==> src/rtl/csr_regfile_if.sv <==
// Writeback-stage CSR port: register access plus exception/ERTN commit.
interface csr_regfile_if;
    logic [13:0] csr_num;
    logic        csr_re;
    logic [31:0] csr_rvalue;
    logic        csr_we;
    logic [31:0] csr_wmask;
    logic [31:0] csr_wvalue;
    logic        ertn_flush;
    logic        wb_ex;
    logic [31:0] wb_pc;
    logic [5:0]  wb_ecode;
    logic [8:0]  wb_esubcode;
    logic [31:0] wb_vaddr;

    modport master (
        output csr_num, csr_re, csr_we, csr_wmask, csr_wvalue,
        output ertn_flush, wb_ex, wb_pc, wb_ecode, wb_esubcode, wb_vaddr,
        input  csr_rvalue
    );

    modport slave (
        input  csr_num, csr_re, csr_we, csr_wmask, csr_wvalue,
        input  ertn_flush, wb_ex, wb_pc, wb_ecode, wb_esubcode, wb_vaddr,
        output csr_rvalue
    );
endinterface

==> src/rtl/csr_regfile.sv <==
// LoongArch CSR file: masked CSR access, exception/ERTN state, stable timer
// and interrupt collection for the writeback stage.
module csr_regfile #(
    parameter logic [31:0] COREID = 32'h0
) (
    input  logic                clk,
    input  logic                reset,
    csr_regfile_if.slave        csr,
    input  logic [7:0]          hw_int_in,
    input  logic                ipi_int_in,
    output logic [31:0]         ex_entry,
    output logic [31:0]         ertn_pc,
    output logic                has_int
);
    localparam int unsigned XLEN     = 32;
    localparam int unsigned NUM_SAVE = 4;

    localparam logic [13:0] CSR_CRMD   = 14'h000;
    localparam logic [13:0] CSR_PRMD   = 14'h001;
    localparam logic [13:0] CSR_ECFG   = 14'h004;
    localparam logic [13:0] CSR_ESTAT  = 14'h005;
    localparam logic [13:0] CSR_ERA    = 14'h006;
    localparam logic [13:0] CSR_BADV   = 14'h007;
    localparam logic [13:0] CSR_EENTRY = 14'h00c;
    localparam logic [13:0] CSR_SAVE0  = 14'h030;
    localparam logic [13:0] CSR_SAVE1  = 14'h031;
    localparam logic [13:0] CSR_SAVE2  = 14'h032;
    localparam logic [13:0] CSR_SAVE3  = 14'h033;
    localparam logic [13:0] CSR_TID    = 14'h040;
    localparam logic [13:0] CSR_TCFG   = 14'h041;
    localparam logic [13:0] CSR_TVAL   = 14'h042;
    localparam logic [13:0] CSR_TICLR  = 14'h044;

    // Software-writable bits of each register
    localparam logic [XLEN-1:0] WR_CRMD   = 32'h0000_001F;
    localparam logic [XLEN-1:0] WR_PRMD   = 32'h0000_0007;
    localparam logic [XLEN-1:0] WR_ECFG   = 32'h0000_1BFF;
    localparam logic [XLEN-1:0] WR_ESTAT  = 32'h0000_0003;
    localparam logic [XLEN-1:0] WR_EENTRY = 32'hFFFF_FFC0;
    localparam logic [XLEN-1:0] WR_FULL   = 32'hFFFF_FFFF;

    localparam logic [XLEN-1:0] CRMD_RST  = 32'h0000_0008;

    localparam logic [5:0] ECODE_ADEF = 6'h8;
    localparam logic [5:0] ECODE_ALE  = 6'h9;

    logic [XLEN-1:0] crmd_q,   crmd_d;
    logic [XLEN-1:0] prmd_q,   prmd_d;
    logic [XLEN-1:0] ecfg_q,   ecfg_d;
    logic [XLEN-1:0] estat_q,  estat_d;
    logic [XLEN-1:0] era_q,    era_d;
    logic [XLEN-1:0] badv_q,   badv_d;
    logic [XLEN-1:0] eentry_q, eentry_d;
    logic [XLEN-1:0] save_q [NUM_SAVE];
    logic [XLEN-1:0] save_d [NUM_SAVE];
    logic [XLEN-1:0] tid_q,    tid_d;
    logic [XLEN-1:0] tcfg_q,   tcfg_d;
    logic [XLEN-1:0] tval_q,   tval_d;
    logic            timer_en_q, timer_en_d;

    logic            sw_we;
    logic            tcfg_wr;
    logic            ticlr_clr;
    logic            timer_fire;
    logic [XLEN-1:0] rdata;

    // Masked merge restricted to the register's writable bits
    function automatic logic [XLEN-1:0] merge(
        input logic [XLEN-1:0] old,
        input logic [XLEN-1:0] writable,
        input logic [XLEN-1:0] wmask,
        input logic [XLEN-1:0] wvalue
    );
        logic [XLEN-1:0] m;
        m = wmask & writable;
        return (old & ~m) | (wvalue & m);
    endfunction

    // Next-state: software write, exception/ERTN commit, interrupt sampling, timer
    always_comb begin
        crmd_d     = crmd_q;
        prmd_d     = prmd_q;
        ecfg_d     = ecfg_q;
        estat_d    = estat_q;
        era_d      = era_q;
        badv_d     = badv_q;
        eentry_d   = eentry_q;
        save_d     = save_q;
        tid_d      = tid_q;
        tcfg_d     = tcfg_q;
        tval_d     = tval_q;
        timer_en_d = timer_en_q;
        tcfg_wr    = 1'b0;
        ticlr_clr  = 1'b0;
        timer_fire = 1'b0;

        sw_we = csr.csr_we & ~csr.wb_ex & ~csr.ertn_flush;

        if (sw_we) begin
            case (csr.csr_num)
                CSR_CRMD:   crmd_d   = merge(crmd_q,   WR_CRMD,   csr.csr_wmask, csr.csr_wvalue);
                CSR_PRMD:   prmd_d   = merge(prmd_q,   WR_PRMD,   csr.csr_wmask, csr.csr_wvalue);
                CSR_ECFG:   ecfg_d   = merge(ecfg_q,   WR_ECFG,   csr.csr_wmask, csr.csr_wvalue);
                CSR_ESTAT:  estat_d  = merge(estat_q,  WR_ESTAT,  csr.csr_wmask, csr.csr_wvalue);
                CSR_ERA:    era_d    = merge(era_q,    WR_FULL,   csr.csr_wmask, csr.csr_wvalue);
                CSR_BADV:   badv_d   = merge(badv_q,   WR_FULL,   csr.csr_wmask, csr.csr_wvalue);
                CSR_EENTRY: eentry_d = merge(eentry_q, WR_EENTRY, csr.csr_wmask, csr.csr_wvalue);
                CSR_SAVE0:  save_d[0] = merge(save_q[0], WR_FULL, csr.csr_wmask, csr.csr_wvalue);
                CSR_SAVE1:  save_d[1] = merge(save_q[1], WR_FULL, csr.csr_wmask, csr.csr_wvalue);
                CSR_SAVE2:  save_d[2] = merge(save_q[2], WR_FULL, csr.csr_wmask, csr.csr_wvalue);
                CSR_SAVE3:  save_d[3] = merge(save_q[3], WR_FULL, csr.csr_wmask, csr.csr_wvalue);
                CSR_TID:    tid_d    = merge(tid_q,    WR_FULL,   csr.csr_wmask, csr.csr_wvalue);
                CSR_TCFG: begin
                    tcfg_d  = merge(tcfg_q, WR_FULL, csr.csr_wmask, csr.csr_wvalue);
                    tcfg_wr = 1'b1;
                end
                CSR_TICLR:  ticlr_clr = csr.csr_wmask[0] & csr.csr_wvalue[0];
                default: ;
            endcase
        end

        if (csr.wb_ex) begin
            prmd_d             = {prmd_q[31:3], crmd_q[2:0]};
            crmd_d             = {crmd_q[31:3], 3'b000};
            estat_d[21:16]     = csr.wb_ecode;
            estat_d[30:22]     = csr.wb_esubcode;
            era_d              = csr.wb_pc;
            if (csr.wb_ecode == ECODE_ADEF || csr.wb_ecode == ECODE_ALE) begin
                badv_d = csr.wb_vaddr;
            end
        end else if (csr.ertn_flush) begin
            crmd_d = {crmd_q[31:3], prmd_q[2:0]};
        end

        estat_d[9:2] = hw_int_in;
        estat_d[12]  = ipi_int_in;

        // A TCFG write overrides whatever the counter would have done this cycle
        if (tcfg_wr) begin
            if (tcfg_d[0]) begin
                tval_d     = {tcfg_d[31:2], 2'b00};
                timer_en_d = 1'b1;
            end else begin
                timer_en_d = 1'b0;
            end
        end else if (timer_en_q) begin
            if (tval_q != '0) begin
                tval_d = tval_q - 32'd1;
            end else begin
                timer_fire = 1'b1;
                if (tcfg_q[1]) begin
                    tval_d = {tcfg_q[31:2], 2'b00};
                end else begin
                    timer_en_d = 1'b0;
                end
            end
        end

        // Expiry beats a same-cycle clear so the event is never dropped
        if (timer_fire) begin
            estat_d[11] = 1'b1;
        end else if (ticlr_clr) begin
            estat_d[11] = 1'b0;
        end
    end

    always_ff @(posedge clk) begin
        if (reset) begin
            crmd_q     <= CRMD_RST;
            prmd_q     <= '0;
            ecfg_q     <= '0;
            estat_q    <= '0;
            era_q      <= '0;
            badv_q     <= '0;
            eentry_q   <= '0;
            for (int i = 0; i < NUM_SAVE; i++) begin
                save_q[i] <= '0;
            end
            tid_q      <= COREID;
            tcfg_q     <= '0;
            tval_q     <= '0;
            timer_en_q <= 1'b0;
        end else begin
            crmd_q     <= crmd_d;
            prmd_q     <= prmd_d;
            ecfg_q     <= ecfg_d;
            estat_q    <= estat_d;
            era_q      <= era_d;
            badv_q     <= badv_d;
            eentry_q   <= eentry_d;
            for (int i = 0; i < NUM_SAVE; i++) begin
                save_q[i] <= save_d[i];
            end
            tid_q      <= tid_d;
            tcfg_q     <= tcfg_d;
            tval_q     <= tval_d;
            timer_en_q <= timer_en_d;
        end
    end

    // Zero-latency read of the current (pre-write) register state
    always_comb begin
        rdata = '0;
        if (csr.csr_re) begin
            case (csr.csr_num)
                CSR_CRMD:   rdata = crmd_q;
                CSR_PRMD:   rdata = prmd_q;
                CSR_ECFG:   rdata = ecfg_q;
                CSR_ESTAT:  rdata = estat_q;
                CSR_ERA:    rdata = era_q;
                CSR_BADV:   rdata = badv_q;
                CSR_EENTRY: rdata = eentry_q;
                CSR_SAVE0:  rdata = save_q[0];
                CSR_SAVE1:  rdata = save_q[1];
                CSR_SAVE2:  rdata = save_q[2];
                CSR_SAVE3:  rdata = save_q[3];
                CSR_TID:    rdata = tid_q;
                CSR_TCFG:   rdata = tcfg_q;
                CSR_TVAL:   rdata = tval_q;
                default:    rdata = '0;
            endcase
        end
    end

    assign csr.csr_rvalue = rdata;
    assign ex_entry       = eentry_q;
    assign ertn_pc        = era_q;
    assign has_int        = crmd_q[2] & (|(estat_q[12:0] & ecfg_q[12:0]));

endmodule

==> src/flat_wrapper.sv <==
// flat-port wrapper written by rule: the top's interface ports become plain ports
module csr_regfile_flat 
#(
    parameter logic [31:0] COREID = 32'h0
)
  (clk, reset, hw_int_in, ipi_int_in, ex_entry, ertn_pc, has_int, csr_csr_num, csr_csr_re, csr_csr_we, csr_csr_wmask, csr_csr_wvalue, csr_ertn_flush, csr_wb_ex, csr_wb_pc, csr_wb_ecode, csr_wb_esubcode, csr_wb_vaddr, csr_csr_rvalue);
  csr_regfile_if csr_i ();
  input  logic clk;
  input  logic reset;
  input  logic [7:0] hw_int_in;
  input  logic ipi_int_in;
  output logic [31:0] ex_entry;
  output logic [31:0] ertn_pc;
  output logic has_int;
  input wire logic [$bits(csr_i.csr_num)-1:0] csr_csr_num;
  input wire logic [$bits(csr_i.csr_re)-1:0] csr_csr_re;
  input wire logic [$bits(csr_i.csr_we)-1:0] csr_csr_we;
  input wire logic [$bits(csr_i.csr_wmask)-1:0] csr_csr_wmask;
  input wire logic [$bits(csr_i.csr_wvalue)-1:0] csr_csr_wvalue;
  input wire logic [$bits(csr_i.ertn_flush)-1:0] csr_ertn_flush;
  input wire logic [$bits(csr_i.wb_ex)-1:0] csr_wb_ex;
  input wire logic [$bits(csr_i.wb_pc)-1:0] csr_wb_pc;
  input wire logic [$bits(csr_i.wb_ecode)-1:0] csr_wb_ecode;
  input wire logic [$bits(csr_i.wb_esubcode)-1:0] csr_wb_esubcode;
  input wire logic [$bits(csr_i.wb_vaddr)-1:0] csr_wb_vaddr;
  output wire logic [$bits(csr_i.csr_rvalue)-1:0] csr_csr_rvalue;
  assign csr_i.csr_num = csr_csr_num;
  assign csr_i.csr_re = csr_csr_re;
  assign csr_i.csr_we = csr_csr_we;
  assign csr_i.csr_wmask = csr_csr_wmask;
  assign csr_i.csr_wvalue = csr_csr_wvalue;
  assign csr_i.ertn_flush = csr_ertn_flush;
  assign csr_i.wb_ex = csr_wb_ex;
  assign csr_i.wb_pc = csr_wb_pc;
  assign csr_i.wb_ecode = csr_wb_ecode;
  assign csr_i.wb_esubcode = csr_wb_esubcode;
  assign csr_i.wb_vaddr = csr_wb_vaddr;
  assign csr_csr_rvalue = csr_i.csr_rvalue;
  csr_regfile #(.COREID(COREID)) u_core (.clk(clk), .reset(reset), .csr(csr_i), .hw_int_in(hw_int_in), .ipi_int_in(ipi_int_in), .ex_entry(ex_entry), .ertn_pc(ertn_pc), .has_int(has_int));
endmodule
==> config.mk <==
export PLATFORM = sky130hd
export DESIGN_NAME = csr_regfile_flat
export DESIGN_NICKNAME = d
export VERILOG_FILES = /design/src/rtl/csr_regfile_if.sv /design/src/rtl/csr_regfile.sv /design/src/flat_wrapper.sv
export SDC_FILE = /design/constraint.sdc
export NUM_CORES = 1
export LEC_CHECK = 0
export CORE_ASPECT_RATIO = 1.25
export CORE_MARGIN = 1.5
export CORE_UTILIZATION = 56
export CTS_CLUSTER_SIZE = 30
export DETAILED_ROUTE_END_ITERATION = 8
export PLACE_DENSITY = 0.88
export SLEW_MARGIN = 20
export SYNTH_ARGS = -nofsm -noshare
export SYNTH_HDL_FRONTEND = slang
export SYNTH_SLANG_ARGS = --single-unit
export TNS_END_PERCENT = 50
==> constraint.sdc <==
create_clock -name clk -period 3.8 [get_ports clk]
set_input_delay 0.76 -clock clk [delete_from_list [all_inputs] [get_ports clk]]
set_output_delay 0.76 -clock clk [all_outputs]
set_load 0.02 [all_outputs]
==> summary by stage <==
Route
The routed layout has roughly 23000 vias. Summed over all layers, the routed wires come to approximately 92000 µm. The first routing iteration left ~3800 violations. After detailed routing, the number of remaining DRC violations is 19. The first detailed-routing pass ran for 9 iterations.

In the routed layout, each cell is associated on average with a via count of roughly 7.2. Dividing the detail-routed wire length by the instance count gives around 29 µm. Once detail routing completed, the nets flagged for antenna violations numbered 0.

STA
The final hold violation count is 0. Clock skew on the completed layout was measured at around 9.6 ps. The remaining max-slew budget at the tightest pin is about 36%.

The total count of max-transition violations in the final report is 0. The accumulated negative setup slack is 0 ps. Setup violations remaining at the end of the flow were counted as 0. Derived from the worst setup path, the maximum achievable clock frequency is roughly 270 MHz.

Setup repair after global routing left no endpoint under its margin. For the finished layout, the period the worst path requires is ~3700 ps. At the pin with the least slew margin, the transition time is approximately 960 ps.

The final cycle utilization of the critical path is about 100%.

Placed design
The congestion estimate from routability-driven global placement came to between 1 and 1.5. The instance area at placement is between 20000 and 25000 µm². The number of port buffers is between 200 and 300. The number of cells in the design after placement is a little over 3000. The detailed placer's ending HPWL is between 60000 and 70000 µm.

Yosys
The netlist area before placement is between 15000 and 20000 µm². The per-instance average area after synthesis is approximately 8.0 µm². After synthesis, the netlist uses 90 different library cells. The portion of the post-synthesis area used by sequential elements is 37.4%. Counting flops with a built-in enable in the synthesized netlist gives 0. The count of yosys warnings during synthesis is 0. The number of cells produced by synthesis is ~2400. The proportion of synthesized flip-flops having asynchronous set or reset is 0%. In the synthesized netlist the dominant register cell turns out to be dfxtp_1.

After synthesis the netlist holds a flip-flop and latch count of between 300 and 400.

GRT
The via count of the first global-routing pass is about 22000. The first global-routing pass estimated 135000 µm of wire. The total routing resource utilization after global routing is 50.1%. Entering global routing, the biggest net connects between 150 and 200 pins. The initial antenna violation count is 1. Summed over all layers, the global routing overflow is 0.

Outcome
The flow ran to the end, but the final reports show violations. The checks that failed: design-rule violations.

Die
The height of the die is roughly 210 µm. The die covers around 36000 µm². The floorplan has 75 rows. The die is 169 µm wide. After floorplanning, the core was sized to cover 33800 µm². The number of top-level pins is 269. The starting density of the core is between 50% and 60%.

Worst setup path
STA classifies the critical path endpoint as an output pin. The worst setup path is launched from a primary input. On the critical path, the stage with the largest delay is an instance of a21o_2. On the worst path, the slowest cell contributes a delay of between 300 and 400 ps.

The critical path goes through dlygate4sd2_1 -> buf_6 -> nor4_4 -> buf_4 -> and2_4 -> a21o_1 -> a32oi_1 -> a21o_2 -> buf_12 -> buf_16 -> a21oi_2 -> buf_4. In this run the worst path has a maximum fanout of 6. The critical path is of the in2out type. The setup slack of the most critical reg-to-reg path is around 510 ps. The critical path contains buffers and inverters numbering 6 combined. The kind of cell with the highest combined delay along the critical path is buffers and inverters.

The cell repeated most along the worst path is buf_4. At the worst endpoint, the required time is between 3000 and 4000 ps. At the worst endpoint, the arrival time is about 3000 ps.

Finish
The post-layout net count is about 2900. Cells with a size suffix above 1 make up 16.6% of the layout. The relative area change from synthesis to final layout is 30.4%. The top cell types in the final layout, fill and taps aside, are dfxtp_1 (362), nor2_1 (340), buf_4 (225), clkdlybuf4s50_1 (216), o21ai_0 (214).

The total inserted antenna cells is 0. The cell area after layout is 25200 µm². The filler-free cell count of the finished design is approximately 3200. For this run, the share of the core covered by cells in the final layout is between 70 and 80%. The filler cell count in the final layout is about 2500. The library cell used most frequently in the layout, excluding fill and tap cells, is dfxtp_1.

Hold path
The class of the tightest hold or removal check is reg2reg.

Pwr
The power density normalized to cell area is around 340 nW/µm². The leakage power is approximately 8.7 nW. IR analysis of the VDD net gives a maximum drop of between 0.3 and 0.4 mV.

Clocking
TritonCTS built the clock tree. The clock insertion delay at the later pin of the skew report is ~560 ps. Clock-pin slew was measured on the worst setup and hold paths at 60 ps. The number of buffers added by the clock tree synthesis step is 39. The maximum clock path buffer count is 3.

CTS saw around 360 sinks. The H-tree was split into 2 levels. The cell sitting at the root of the clock tree is a clkbuf_16. The number of hold buffers added after CTS is 0.

Flow run
Max-cap violations in this run came to 0.
synth_stat cells, drive strengths merged, types with 12 or more instances:
cell type | number | share of area (%)
a211oi | 39 | 1.5
a21oi | 209 | 5.4
a221oi | 15 | 0.68
a222oi | 21 | 1.1
a22o | 19 | 0.86
a22oi | 57 | 2.2
a311oi | 12 | 0.54
a31oi | 19 | 0.61
and2 | 19 | 0.61
buf | 45 | 1.4
clkbuf | 205 | 4.0
dfxtp | 362 | 37
inv | 12 | 0.23
mux2 | 22 | 1.3
mux2i | 185 | 9.6
nand2 | 103 | 2.0
nand2b | 13 | 0.42
nand3 | 132 | 3.4
nand4 | 80 | 2.6
nor2 | 348 | 6.7
nor2b | 17 | 0.55
nor3 | 33 | 0.88
nor4 | 20 | 1.0
o211ai | 13 | 0.50
o21ai | 225 | 5.8
o221a | 19 | 1.1
o22ai | 14 | 0.45
xnor2 | 15 | 0.68
layer usage:
metal	track usage, %	wire length, µm	part of all wire [%]	vias up
met2	74.7	39200	43	2026
met5	1.40	66	0.072	-
met3	14.2	12800	14	563
met1	62.0	32300	35	10600
li1	-	-	-	9490
met4	36.0	7280	7.9	3
through the flow:
step | power, mW | hold WS (ps) | setup WS [ps]
2_1_floorplan | 4.28 | 441 | 177
3_3_place_gp | 4.72 | 455 | -647
3_5_place_dp | 4.73 | 466 | -682
4_1_cts | 8.60 | 475 | -36.5
5_1_grt | 8.81 | 492 | 1.29
6_report | 8.67 | 473 | 63.5
logic make-up (layout without fill, tap and decap cells):
kind of cell / Yosys count / count (layout) / share of synthesized area [%]
and+or+nand+nor: 817 / 817 / 20.3
AOI/OAI and AO/OA: 736 / 736 / 24.2
DFF: 362 / 362 / 37.4
buffers and inverters: 264 / 597 / 5.72
muxes: 210 / 210 / 11.2
xor gates and xnor gates: 22 / 22 / 0.996
adders and majority gates: 2 / 2 / 0.129
other: 1 / 6 / 0.0194
final timing paths:
path | from | end | cells past startpoint
max | csr_csr_num[6] | csr_csr_rvalue[3] | 12
min reg2reg | register | register | 2
min | register | register | 2
max reg2reg | u_core.tval_q[8] | u_core.tval_q[23] | 6
final cells by class:
cell class,count,area (µm²),area share (%)
Tap cell,423,529,2.10
Inverter,13,48.8,0.193
Multi-Input combinational cell,1793,11300,44.7
Sequential cell,362,7250,28.7
Clock inverter,11,123,0.486
Clock buffer,59,1180,4.68
Timing Repair Buffer,514,4830,19.1
report_power, final:
group	switching (mW)	internal (mW)
clock network	1.69	2.29
logic	0.466	0.337
registers	0.0483	3.84
worst reg2reg max path, stage by stage, from the launching register on:
cell,delay (ps)
dfxtp_1,420
nor4_2,800
or4b_1,880
nor4_1,730
nand4_1,160
o221ai_1,100
a21oi_1,90
repair_timing:
| item | 4_1_cts | 5_1_grt |
|---|---|---|
| gates cloned | 2 | 0 |
| gates resized for setup | 213 | 17 |
| setup endpoints to repair | 32 | 32 |
| pin swaps | 8 | 6 |
| setup buffers | 3 | 0 |
No activity file was read; power rests on OpenSTA's default activity.
